`src/rtl/ctrl_decode_stage.sv`:
```
// Registered instruction-decode control stage with load-use bubble insertion and a sticky HALTED state.
// Optional feature macro: CTRL_OAM_EN enables the OAMW opcode and drives oam_write.
module ctrl_decode_stage #(
    parameter int INSTR_W = 32,
    parameter int REG_AW  = 5
) (
    input  logic              clk,
    input  logic              rst,
    input  logic [INSTR_W-1:0] instr,
    input  logic              in_valid,
    output logic              in_ready,
    input  logic              flush,
    input  logic              out_ready,
    output logic              out_valid,
    output logic              branch,
    output logic              jump,
    output logic              mem_to_reg,
    output logic              sign_ext_sel,
    output logic              reg_rt_src,
    output logic              reg_write,
    output logic              mem_write,
    output logic              oam_write,
    output logic              mem_read,
    output logic              halt,
    output logic [1:0]        alu_src,
    output logic [REG_AW-1:0] out_rd,
    output logic [REG_AW-1:0] out_rs,
    output logic [REG_AW-1:0] out_rt,
    output logic              illegal,
    output logic              halted
);

    typedef enum logic [0:0] {
        ST_RUN    = 1'b0,
        ST_HALTED = 1'b1
    } state_t;

    typedef struct packed {
        logic       branch;
        logic       jump;
        logic       mem_to_reg;
        logic       sign_ext_sel;
        logic       reg_rt_src;
        logic       reg_write;
        logic       mem_write;
        logic       mem_read;
        logic       halt;
        logic [1:0] alu_src;
        logic       illegal;
    } ctrl_t;

    logic [5:0]        opcode;
    logic [REG_AW-1:0] f_rd;
    logic [REG_AW-1:0] f_rs;
    logic [REG_AW-1:0] f_rt;
    ctrl_t             ctrl_dec;

    state_t            state_q, state_d;
    ctrl_t             ctrl_q, ctrl_d;
    logic              out_valid_q, out_valid_d;
    logic [REG_AW-1:0] rd_q, rd_d;
    logic [REG_AW-1:0] rs_q, rs_d;
    logic [REG_AW-1:0] rt_q, rt_d;
    logic              lw_pend_q, lw_pend_d;
    logic [REG_AW-1:0] lw_rd_q, lw_rd_d;

    logic              advance;
    logic              hazard;
    logic              accept;

`ifdef CTRL_OAM_EN
    logic              oam_dec;
    logic              oam_write_q, oam_write_d;
`endif

    assign opcode = instr[INSTR_W-1 -: 6];
    assign f_rd   = instr[INSTR_W-7 -: REG_AW];
    assign f_rs   = instr[INSTR_W-7-REG_AW -: REG_AW];
    assign f_rt   = instr[INSTR_W-7-2*REG_AW -: REG_AW];

    // HALT is the all-ones word; opcode 111111 with any zero bit is illegal.
    always_comb begin
        ctrl_dec = '0;
`ifdef CTRL_OAM_EN
        oam_dec  = 1'b0;
`endif
        if (&instr) begin
            ctrl_dec.halt = 1'b1;
        end else begin
            unique case (opcode)
                6'b000000: begin
                    ctrl_dec.reg_write    = 1'b1;
                    ctrl_dec.sign_ext_sel = 1'b1;
                end
                6'b000001: begin
                    ctrl_dec.reg_write    = 1'b1;
                    ctrl_dec.sign_ext_sel = 1'b1;
                    ctrl_dec.alu_src      = 2'b01;
                end
                6'b000010, 6'b000011, 6'b001000, 6'b000100: begin
                    ctrl_dec.reg_write = 1'b1;
                end
                6'b000101: begin
                    ctrl_dec.reg_write = 1'b1;
                    ctrl_dec.alu_src   = 2'b01;
                end
                6'b010000, 6'b010001, 6'b010010: begin
                    ctrl_dec.branch       = 1'b1;
                    ctrl_dec.sign_ext_sel = 1'b1;
                    ctrl_dec.alu_src      = 2'b01;
                end
                6'b001100, 6'b001110, 6'b001111: begin
                    ctrl_dec.jump = 1'b1;
                end
                6'b001101: begin
                    ctrl_dec.jump      = 1'b1;
                    ctrl_dec.reg_write = 1'b1;
                end
                6'b100000: begin
                    ctrl_dec.mem_read     = 1'b1;
                    ctrl_dec.mem_to_reg   = 1'b1;
                    ctrl_dec.reg_write    = 1'b1;
                    ctrl_dec.alu_src      = 2'b01;
                    ctrl_dec.sign_ext_sel = 1'b1;
                end
                6'b100001: begin
                    ctrl_dec.mem_write    = 1'b1;
                    ctrl_dec.reg_rt_src   = 1'b1;
                    ctrl_dec.alu_src      = 2'b01;
                    ctrl_dec.sign_ext_sel = 1'b1;
                end
`ifdef CTRL_OAM_EN
                6'b100010: begin
                    oam_dec             = 1'b1;
                    ctrl_dec.reg_rt_src = 1'b1;
                    ctrl_dec.alu_src    = 2'b01;
                end
`endif
                default: begin
                    ctrl_dec.illegal = 1'b1;
                end
            endcase
        end
    end

    assign advance  = ~out_valid_q | out_ready;
    assign hazard   = lw_pend_q & in_valid & ((f_rs == lw_rd_q) | (f_rt == lw_rd_q));
    assign in_ready = ~rst & (state_q == ST_RUN) & ~hazard & ~flush & advance;
    assign accept   = in_valid & in_ready;

    // A stalled hazard holds everything; only an advancing slot turns it into a bubble.
    always_comb begin
        state_d     = state_q;
        ctrl_d      = ctrl_q;
        out_valid_d = out_valid_q;
        rd_d        = rd_q;
        rs_d        = rs_q;
        rt_d        = rt_q;
        lw_pend_d   = lw_pend_q;
        lw_rd_d     = lw_rd_q;
`ifdef CTRL_OAM_EN
        oam_write_d = oam_write_q;
`endif
        if (flush) begin
            out_valid_d = 1'b0;
            lw_pend_d   = 1'b0;
        end else if (accept) begin
            out_valid_d = 1'b1;
            ctrl_d      = ctrl_dec;
            rd_d        = f_rd;
            rs_d        = f_rs;
            rt_d        = f_rt;
            lw_pend_d   = ctrl_dec.mem_read & (f_rd != '0);
            lw_rd_d     = f_rd;
`ifdef CTRL_OAM_EN
            oam_write_d = oam_dec;
`endif
            if (ctrl_dec.halt) begin
                state_d = ST_HALTED;
            end
        end else if (advance) begin
            out_valid_d = 1'b0;
            if (hazard) begin
                lw_pend_d = 1'b0;
            end
        end
    end

    always_ff @(posedge clk) begin
        if (rst) begin
            state_q     <= ST_RUN;
            ctrl_q      <= '0;
            out_valid_q <= 1'b0;
            rd_q        <= '0;
            rs_q        <= '0;
            rt_q        <= '0;
            lw_pend_q   <= 1'b0;
            lw_rd_q     <= '0;
`ifdef CTRL_OAM_EN
            oam_write_q <= 1'b0;
`endif
        end else begin
            state_q     <= state_d;
            ctrl_q      <= ctrl_d;
            out_valid_q <= out_valid_d;
            rd_q        <= rd_d;
            rs_q        <= rs_d;
            rt_q        <= rt_d;
            lw_pend_q   <= lw_pend_d;
            lw_rd_q     <= lw_rd_d;
`ifdef CTRL_OAM_EN
            oam_write_q <= oam_write_d;
`endif
        end
    end

`ifdef CTRL_OAM_EN
    assign oam_write = oam_write_q;
`else
    assign oam_write = 1'b0;
`endif

    assign out_valid    = out_valid_q;
    assign branch       = ctrl_q.branch;
    assign jump         = ctrl_q.jump;
    assign mem_to_reg   = ctrl_q.mem_to_reg;
    assign sign_ext_sel = ctrl_q.sign_ext_sel;
    assign reg_rt_src   = ctrl_q.reg_rt_src;
    assign reg_write    = ctrl_q.reg_write;
    assign mem_write    = ctrl_q.mem_write;
    assign mem_read     = ctrl_q.mem_read;
    assign halt         = ctrl_q.halt;
    assign alu_src      = ctrl_q.alu_src;
    assign illegal      = ctrl_q.illegal;
    assign out_rd       = rd_q;
    assign out_rs       = rs_q;
    assign out_rt       = rt_q;
    assign halted       = (state_q == ST_HALTED);

endmodule

```
`config.mk`:
```
export PLATFORM = sky130hd
export DESIGN_NAME = ctrl_decode_stage
export DESIGN_NICKNAME = d
export VERILOG_FILES = /design/src/rtl/ctrl_decode_stage.sv
export SDC_FILE = /design/constraint.sdc
export NUM_CORES = 1
export LEC_CHECK = 0
export CORE_ASPECT_RATIO = 1.2
export CORE_UTILIZATION = 25
export DETAILED_ROUTE_END_ITERATION = 10
export PLACE_DENSITY = 0.5
export SYNTH_ARGS = -nofsm -noshare
export SYNTH_HDL_FRONTEND = slang
export SYNTH_SLANG_ARGS = --single-unit
```
`constraint.sdc`:
```
create_clock -name clk -period 5.71 [get_ports clk]
set_input_delay 1.142 -clock clk [delete_from_list [all_inputs] [get_ports clk]]
set_output_delay 1.142 -clock clk [all_outputs]
set_load 0.02 [all_outputs]
```
# Yosys cells after proc, flatten, opt, wreduce, memory -nomap -nowiden
# Index checks and enable logic that the tools add are counted.
# W data, S select, Z words.
totals:
  ram_bits: 0
  word_cells: 80
  in_bits: 37
  reg_bits: 30
  latchBits: 0
  out_inout_bits: 31
  rom_bits: 0
  memories: 0
op_classes:
  n_shift: 0
  n_reduce_logical: 15
  n_bitwise: 15
  n_addsub: 0
  n_mux: 16
  n_mul: 0
  n_eq_ne: 17
  div: 0
  order_cmp: 0
op_table:
  columns: ["cell", "n"]
  rows:
  - ["$reduce_and A32 Y1", 1]
  - ["$eq A6 B4 Y1 const B", 5]
  - ["$eq A6 B5 Y1 const B", 3]
  - ["$reduce_or A16 Y1", 1]
  - ["$mux W1", 14]
  - ["$reduce_or A7 Y1", 2]
  - ["$eq A6 B2 Y1 const B", 2]
  - ["$eq A6 B3 Y1 const B", 2]
  - ["$eq A6 B6 Y1 const B", 2]
  - ["$eq A5 B5 Y1", 2]
  - ["$reduce_or A9 Y1", 1]
  - ["$and A1 B1 Y1", 8]
  - ["$mux W8", 1]
  - ["$eq A6 B1 Y1 const B", 1]
  - ["$logic_not A6 Y1", 1]
  - ["$not A1 Y1", 5]
  - ["$reduce_bool A5 Y1", 1]
  - ["$reduce_and A2 Y1", 2]
  - ["$reduce_bool A2 Y1", 2]
  - ["$reduce_or A4 Y1", 1]
  - ["$mux W3", 1]
  - ["$reduce_and A3 Y1", 1]
  - ["$reduce_or A3 Y1", 1]
  - ["$or A1 B1 Y1", 2]
  - ["$reduce_or A2 Y1", 1]

# Longest topological paths before layout
# Gate-level depths: netlist of the first run.
logic_depth:
  word_depth: 10
  depth_mapped: 7
  mapped_depth_nobuf: 5

# Worst setup path after synthesis of the first run
# No wires, ideal clock.
synth_timing:
  path_type: "input -> output"
  startpoint: "input port instr[16]"
  endpoint: "output port in_ready"
  stages: 5
  setup_slack_ns: 2.228
  arrival_time_ns: 2.340
  n_path_buf: 1
  required_ns: 4.568
  cell_sequence: "xor2_1 > nor3_1 > a22o_1 > clkbuf_1 > a21oi_1"
synth_via:
  elab_chain_cells: 7
synth_rtl:
  columns: ["item", "line", "rtl"]
  rows:
  - ["start: declaration", "9", "input logic [INSTR_W-1:0] instr,"]
  - ["$eq A5 B5 Y1", "147", "assign hazard = lw_pend_q & in_valid & ((f_rs == lw_rd_q) | (f_rt == lw_rd_q));"]
  - ["$or A1 B1 Y1", "147", null]
  - ["$and A1 B1 Y1", "147", null]
  - ["$not A1 Y1", "148", "assign in_ready = ~rst & (state_q == ST_RUN) & ~hazard & ~flush & advance;"]
  - ["$and A1 B1 Y1 (3 in a row)", "148", null]
  - ["end: declaration", "11", "output logic in_ready,"]
# No other way between the ends.

# Worst setup path after layout of the first run
layout_timing:
  startpoint: "input port instr[14]"
  endpoint: "output port in_ready"
# Same word-level chain as after synthesis.

==> metrics list, run 1 <==
* Horizontal die dimension: slightly above 70 um
* Root Buffer Master: clkbuf_8
- Share of synthesized cell area in and, or, nand and nor gates: 0.236
- Synthesized flop and latch total: 27
* Leakage: about 0.00071 uW
- The number of global-route vias before repair is around 1,500.
- Dividing the final minimum period by the clock period gives 0.728.
- After clock tree synthesis, the clock-pin slew on the worst setup and hold paths is about 0.09 ns.
- The critical path is of the input pin to output pin type.
- Post-cts resize count: 0
- FFs w/ async S/R, synth: 0
* Endpoint of the most critical register-to-register path: reg_rt_src
- between 60 and 70 I/O pins were placed.
* Violated checks: DRC
- Data required, critical path: 4.57 ns
- Insertion delay to the later sink of the worst-skew pair: ~0.27 ns
- The clock drives 27 sinks.
* Clk_skew: 0.00327 ns
- Largest net degree at the start of global routing: 26
* Layout Nets: around 280
- Setup repair after global routing left no endpoint under its margin.
- Sequential element share of the synthesized area: 0.376
* TNS Setup: 0 ns
- The hold violation count in the final report is 0.
- Post-CTS timing repair inserted 0 buffers for setup.
* Capture point of the worst path: in_ready
- The first detailed-routing pass ran for 7 iterations.
- DRC violations left: 6
- Outcome: finished with violations
* Maximum achievable frequency: ~240 MHz
* Max-capacitance violation count: 0
* Post-synthesis compound-gate area fraction: 0.253
- In the final routed layout, each cell accounts on average for 15.9 um.
- Routed vias/inst: approximately 5.3
- The synthesized netlist occupies a cell area of between 1000 and 1500 um^2.
- After floorplanning, the core was divided into 29 placement rows.
- For the worst flop-to-flop path, the logic depth is 5.
* Initial antenna violation count: 0
* Total power density per cell area: between 150 and 200 nW/um^2
- For this run the aggregate overflow at the end of global routing stands at 0.
- During placement, the flow inserted port buffers numbering 65.
- Post-synthesis mux area share: 0
- The most common cell in the synthesized netlist is dfxtp_1.
- The repair_antennas step left the layout with diodes totalling 0.
- The clock passes through at most 2 buffers.
* Largest fanout on the critical path: 3
- Worst VDD drop: between 70 and 80 uV
- In this run the cell area measured after placement is ~2100 um^2.
- Die Outline Area: 6060 um^2
* Cells after synthesis: about 180
* Total length of routed wires: about 4.8 mm
- Routed Antenna Nets: 0
- The first global-routing pass estimated 7.62 mm of wire.
- The worst setup path is launched from an input pin.
- Most frequent cells after synthesis: dfxtp_1, a21oi_1, nand3_1, o21ai_0, clkbuf_1
- The detailed router finished its first iteration with 87 violations.
- TritonCTS built the clock tree.
- After synthesis, the mean cell area works out to roughly 7.8 um^2.
- Top cells by area, synth: dfxtp_1, a21oi_1, nand3_1
- Counting distinct cell types in the post-synthesis netlist gives 38.
* # fillers: 597
- Setup violation total in the final timing report: 0
- Placer congestion estimate: about 0.76
- The most used flip-flop cell after synthesis is dfxtp_1.
- Of the total synthesized cell area, the portion taken by full adders, half adders and majority gates is 0.00696.
- Of the post-synthesis cell area, the dominant cell type holds 0.376.
- Final HPWL from detailed placement: between 3 and 4 mm
- CTS built an H-tree with a depth of 1.
- Number of hold-repair buffers added at the cts stage: 0
* Post-route standard cell area excluding fillers: between 2000 and 2500 um^2
- GR Util All Layers: 0.160
- Critical path launch point: instr[14]
- Number of enable flip-flop cells after synthesis: 0
- Shortest period the worst path allows: between 4 and 5 ns
* Layout cell share with drive strength beyond 1: 0.0417
- Die Y: approximately 85 um
* Number of max-slew violations in the final report: 0
- STA classifies the critical path endpoint as an output pin.
- Counting the buffers created by CTS gives 3.
- Starting density of the core: 0.266
- Summed over all instances, the cell type with the most area after synthesis is dfxtp_1.
- Number of synthesis warnings: 0
* Area growth from synthesis to layout: 49.8%
- The worst hold path belongs to the class register to register.
- Across all register-to-register paths, the minimum setup slack is about 3.2 ns.
- The final route contains approximately 1,600 vias.
- After synthesis, the largest family of logic cells by area is compound AO/OA/AOI/OAI gates.
- Launch instance of the worst register-to-register path: lw_rd_q[3]
- The core region is roughly 5400 um^2.
- Xor and xnor area share after synthesis: 0.0609
- Critical Path AT: 3.02 ns
* Worst relative slew slack: 0.354
- For the pin with the worst max-slew slack, the measured transition is between 0.9 and 1 ns.
placed cells by master (no fill, tap or decap), types with 3 or more instances in the layout:
master	n
a21oi_1	23
and3_1	3
buf_4	3
clkbuf_8	3
clkdlybuf4s50_1	65
dfxtp_1	27
inv_1	3
nand2_1	9
nand3_1	21
nand4_1	8
nor2_1	4
nor3_1	6
o211ai_1	4
o21ai_0	21
or4_1	3
xnor2_1	4
xor2_1	6
kinds of logic after synthesis:
logic type,after synthesis
AOI/OAI and AO/OA,62
xor gates and xnor gates,10
adders and majority gates,1
buffers and inverters,20
DFF,27
other,1
and+or+nand+nor,63
metal layers:
layer	track usage	share of wire
met2	0.245	0.47
met5	0	0
met3	0.0226	0.047
met4	0.0527	0.013
met1	0.230	0.47
where the power goes:
part           internal [uW]  total (uW)  switching [uW]
logic                   42.7        82.7            40.1
registers                193         196            3.35
clock network           50.0         109            59.4
critical path, stage by stage:
cell	delay [ns]
clkdlybuf4s50_1	0.47
xor2_1	0.17
nor3_1	0.40
a22o_1	0.23
a21oi_1	0.07
clkdlybuf4s50_1	0.54
final cells by class:
type                    instances  area, um^2  share of cell area
repair buffers                 68         673               0.312
clock buffers                   4        45.0              0.0209
well taps                      62        77.6              0.0360
flip-flops and latches         27         541               0.251
multi-input cells             138         808               0.375
inverters                       3        11.3             0.00522
how the worst min path moves through the flow:
stage                     end  cells after the start  slack (ns)  startpoint
floorplan           lw_pend_q                      2        0.46   lw_pend_q
CTS                 out_rt[1]                      2        0.48   out_rt[1]
detailed placement  out_rt[1]                      2        0.47   out_rt[1]
global placement    out_rs[2]                      2        0.46   out_rs[2]
finish              out_rt[1]                      2        0.48   out_rt[1]
global route        out_rs[4]                      2        0.52   out_rs[4]
per-stage QoR:
step | cells | power [uW] | util | hold slack [ns] | worst slack, ns
detailed placement | 298 | 284 | 0.390 | 0.467 | 1.56
CTS | 302 | 394 | 0.399 | 0.481 | 1.55
global placement | 298 | 284 | 0.390 | 0.463 | 1.57
finish | 302 | 388 | 0.399 | 0.478 | 1.55
global route | 302 | 409 | 0.399 | 0.517 | 1.46
floorplan | 185 | 237 | - | 0.460 | 2.23
(Power assumes the default switching activity.)
==> inputs of run 2 (changes only) <==
- PLACE_DENSITY: 0.5 -> 0.52
- clock period: 5.71 -> 3.6 ns (I/O delays scaled with it)
==> metrics list, run 2 (synthesized netlist as in run 1, its figures left out) <==
- The number of antenna violations at the first check in global routing came to 0.
- Summed over all layers, the global routing overflow is 0.
* Layout cell share with drive strength beyond 1: 0.0653
* Wire length per cell after detailed routing: about 16 um
- In this run, CTS created clock tree buffers numbering 3.
- Hold is met by ~0.48 ns.
- In this run the number of H-tree levels came out at 1.
- Commonest cells after routing, fill and taps aside: clkdlybuf4s50_1, dfxtp_1, a21oi_1, nand3_1, o21ai_0
- Drt pass-1 iters: 8
* Vias: between 1,500 and 2,000
* Class of the tightest hold or removal check: register to register
* Setup violation total in the final timing report: 0
- By startpoint and endpoint, the worst setup path is classified as input pin to output pin.
* Horizontal die dimension: 71.3 um
* Max-capacitance violation count: 0
* Die Outline Area: 6060 um^2
* Number of max-slew violations in the final report: 0
- Root Buffer Master: clkbuf_8
- The longest clock path from root to sink contains 2 buffers.
- Std cell rows: 29
- Part of the cycle the worst path needs: 0.928
* Final HPWL from detailed placement: approximately 3.5 mm
- Total power density per cell area: around 290 nW/um^2
- The worst setup path is launched from an input pin.
- Hold Vio Cnt, Final: 0
* Outcome: finished with violations
- Clock-pin transition on the worst setup and hold timing paths: approximately 0.1 ns
- Routed vias/inst: between 5 and 6
- Via count of the first global-routing pass: around 1,500
- Post-cts resize count: 0
- Largest fanout on the critical path: 3
- Leakage: 0.000740 uW
* Most common cell after layout, fill and taps aside: clkdlybuf4s50_1
* Core area: 5410 um^2
* Starting density of the core: 0.266
- Worst relative slew slack: 0.637
- Data on the critical path arrives at its endpoint at ~2.6 ns.
* Insertion delay to the later sink of the worst-skew pair: ~0.27 ns
* Placer congestion estimate: about 0.76
* Number of input and output port buffers inserted: 65
- Met3 routing resource usage after global routing: 0.0202
* Data required, critical path: 2.88 ns
- Routed Antenna Nets: 0
* Antenna diode instance count: 0
- GRT met2 Usage: 0.244
- From bottom edge to top edge, the die measures between 80 and 90 um.
- Maximum achievable frequency: 299 MHz
- Layout Nets: 283
- Sink count of the clock tree: 27
* I/O pin cnt: a little under 70
* TNS Setup: 0 ns
- Area growth from synthesis to layout: 52.5%
- Setup repair after global routing missed its margin: false
- Buffers added to address setup during post-CTS repair amount to 0.
- Violation count after the first detailed-route iteration: around 120
- In the global route stage, overall resource usage came out at 0.158.
- Clk_skew: between 0.005 and 0.006 ns
- TritonCTS built the clock tree.
* Global routing usage on met1: 0.230
- Worst-margin pin slew: ~0.54 ns
- Total length of routed wires: approximately 4.8 mm
- Worst VDD drop: 135 uV
- Most heavily used metal layer in global routing: met2
- Wire length of the first global-routing pass: about 7.5 mm
- Shortest period the worst path allows: between 3 and 4 ns
* DRC violations left: 5
- Violated checks: DRC
- Largest net degree at the start of global routing: 26
- Number of hold-repair buffers added at the cts stage: 0
- Crit. End Element: output pin
[run 2: changes by cell type in the layout (fill, tap and decap cells not counted), sizes merged]
cell / previous run / this run
buf: 3 / 8
clkbuf: 4 / 3
clkinv: 0 / 1
[run 2: final timing paths]
kind	startpoint	end	slack, ns	cells after the start
worst min register to register	out_rs[2]	out_rs[2]	0.48	2
worst max register to register	lw_rd_q[3]	branch	1.69	6
worst max-delay path	instr[14]	in_ready	0.26	6
worst min-delay path	out_rs[2]	out_rs[2]	0.48	2
[run 2: worst max-delay path: stages]
cell and delay (ns):
clkdlybuf4s50_1 0.46, xor2_1 0.16, nor3_1 0.43, a22o_1 0.23, a21oi_1 0.07, clkdlybuf4s50_1 0.54
[run 2: layer usage]
layer	wire [um]	share of wire
met5	0	0
met4	68	0.014
met3	185	0.038
met2	2230	0.46
met1	2370	0.49
[run 2: metrics by stage]
| stage | std cells | utilization | area (um^2) | worst slack (ns) | power (uW) |
|---|---|---|---|---|---|
| 6_report | 307 | 0.406 | 2190 | 0.260 | 626 |
| 2_1_floorplan | 185 | - | 1440 | 0.962 | 376 |
| 3_5_place_dp | 303 | 0.397 | 2150 | 0.261 | 453 |
| 5_1_grt | 307 | 0.406 | 2190 | 0.160 | 652 |
| 3_3_place_gp | 303 | 0.397 | 2150 | 0.274 | 454 |
| 4_1_cts | 307 | 0.406 | 2190 | 0.257 | 630 |
[run 2: final cells by class]
cell class                 count  area (um^2)
sequential                    27          541
multi-input combinational    138          808
inverter                       3         11.3
clock inverter                 1         5.00
tap                           62         77.6
clock buffer                   3         41.3
fill                         571         3210
timing repair buffer          73          711
[run 2: power by group]
part           internal (uW)  switching (uW)  total [uW]  leakage [uW]
combinational           70.4            64.7         135      0.000496
sequential               306            5.29         311      0.000219
clock                   77.7             102         179     0.0000255
==> inputs of run 3 (changes only) <==
- PLACE_DENSITY: 0.52 -> 0.5
- clock period: 3.6 -> 4.05 ns (I/O delays scaled with it)
==> metrics list, run 3 (synthesized netlist as in run 1, its figures left out) <==
- Outcome: finished with violations
* Violated checks: DRC
* Max H-tree Level: 1
* Final HPWL from detailed placement: roughly 3.5 mm
- Root Buffer Master: clkbuf_8
* Core area: around 5400 um^2
* Worst relative slew slack: 0.586
* Most common cell after layout, fill and taps aside: clkdlybuf4s50_1
- Setup repair after global routing left no endpoint under its margin.
- Internal Dissipation: 403 uW
- Critical Path AT: between 2 and 3 ns
- Routed vias/inst: 5.19
- I/O pin cnt: slightly below 70
* Net Switching: roughly 150 uW
- Class of the tightest hold or removal check: register to register
- The number of antenna diodes in the final layout is 0.
- Hold timing on the final database bottoms out at a slack of just under 0.5 ns.
* Crit. End Element: output pin
* Buffer levels on the longest clock path: 2
- The first global-routing pass estimated ~7.7 mm of wire.
* DRC violations left: 6
- For the pin with the worst max-slew slack, the measured transition is just over 0.6 ns.
* Via count of the first global-routing pass: about 1,500
- Setup violations remaining at the end of the flow were counted as 0.
- The number of hold buffers added after CTS was 0.
- Part of the cycle the worst path needs: 0.867
- The number of antenna violations at the first check in global routing came to 0.
- Commonest cells after routing, fill and taps aside: clkdlybuf4s50_1, dfxtp_1, a21oi_1, nand3_1, o21ai_0
- Summed over all cells, the static leakage comes to 0.000723 uW.
- The number of gates resized after CTS was 0.
- The area growth from synthesis to layout is 50.9%.
- Number of input and output port buffers inserted: between 60 and 70
* Die Outline Area: about 6100 um^2
- The worst register-to-register path has a setup slack of ~2.2 ns.
- Worst VDD drop: 110 uV
- Violation count after the first detailed-route iteration: 60
* Max-capacitance violation count: 0
- Std cell rows: 29
- TritonCTS built the clock tree.
* Fraction of power consumed by sequential logic: 0.502
- The first TritonRoute pass finished after 8 iterations.
- Vias: between 1,500 and 2,000
* Launch instance of the worst register-to-register path: lw_rd_q[3]
* Total power density per cell area: between 200 and 300 nW/um^2
- Kind of critical path: input pin to output pin
- For this run the aggregate overflow at the end of global routing stands at 0.
* Starting density of the core: 0.266
- Launch instance of the worst min-delay path: out_rs[0]
- Setup bufs post-CTS: 0
- Largest fanout on the critical path: 3
* Die Y: approximately 85 um
- The worst path in the final design needs a cycle of between 3 and 4 ns, including I/O delays and setup.
- Clock-pin slew was measured on the worst setup and hold paths at ~0.090 ns.
- For the worst-skew pair, the clock arrives at the later sink with an insertion delay of 0.27 ns.
- The hold violation count in the final report was 0.
* Data required, critical path: between 3 and 4 ns
- Of the total power, the share spent switching nets is 0.268.
- TritonCTS created 3 clock buffers.
- Once detail routing completed, the nets flagged for antenna violations numbered 0.
* Layout cell share with drive strength beyond 1: 0.0496
* Horizontal die dimension: 71.3 um
- Share of power burned in the clock network: 0.284
* Hold Path Cell Cnt: 2
* TNS Setup: 0 ns
- Sink count of the clock tree: 27
* Setup crit start kind: input pin
- The congestion estimate from routability-driven global placement came to between 0.7 and 0.8.
- Total length of routed wires: ~5 mm
- Wire length per cell after detailed routing: between 15 and 20 um
- Of the total power, combinational logic draws 0.213.
- Number of max-slew violations in the final report: 0
- For hold timing, the worst endpoint is out_rs[0].
- Largest net degree at the start of global routing: 26
- Maximum achievable frequency: around 280 MHz
- Clk_skew: roughly 0.0041 ns
- GR Util All Layers: 0.163
- The endpoint identified for the worst register-to-register timing path is branch.
- The worst register-to-register path has a depth of 6.
- For this run, the post-layout net count is between 200 and 300.
==> run 3: cell count changes in the layout (fill, tap and decap cells not counted) <==
cell,before,now
clkinv_2,1,0
buf_4,8,5
clkbuf_1,0,1
==> run 3: through the flow <==
step                cells  utilization  cell area [um^2]  worst slack (ns)  power, uW
global route          304        0.402              2170             0.445        578
detailed placement    300        0.393              2130             0.550        401
finish                304        0.402              2170             0.538        551
floorplan             185            -              1440              1.23        334
global placement      300        0.393              2130             0.572        401
CTS                   304        0.402              2170             0.547        560
==> run 3: cell type report <==
type / instances / area, um^2
Sequential cell: 27 / 541
Timing Repair Buffer: 70 / 688
Fill cell: 569 / 3240
Tap cell: 62 / 77.6
Clock buffer: 4 / 45.0
Inverter: 3 / 11.3
Multi-Input combinational cell: 138 / 808
==> run 3: how the worst max path moves through the flow <==
stage,from,end,cells after the start
after floorplan,instr[16],in_ready,5
after global placement,instr[17],in_ready,6
after detailed placement,instr[14],in_ready,6
after CTS,instr[14],in_ready,6
after global routing,instr[14],in_ready,6
final,instr[20],in_ready,6
==> run 3: per-layer routing <==
| layer | track usage | wire length (um) |
|---|---|---|
| met2 | 0.263 | 2350 |
| met4 | 0.0491 | 38 |
| met3 | 0.0202 | 242 |
| met1 | 0.225 | 2280 |
| met5 | 0 | 0 |
==> run 3: critical path, cell delays in order <==
cell	delay (ns)
clkdlybuf4s50_1	0.53
xor2_1	0.23
nor3_1	0.13
a22o_1	0.24
a21oi_1	0.15
clkdlybuf4s50_1	0.62
==> run 3: power groups by stage <==
stage | registers, uW | logic (uW) | clock network, uW
finish | 277 | 118 | 157
global route | 278 | 127 | 173
floorplan | 290 | 43.5 | 0
detailed placement | 283 | 118 | 0
global placement | 283 | 118 | 0
CTS | 277 | 118 | 164
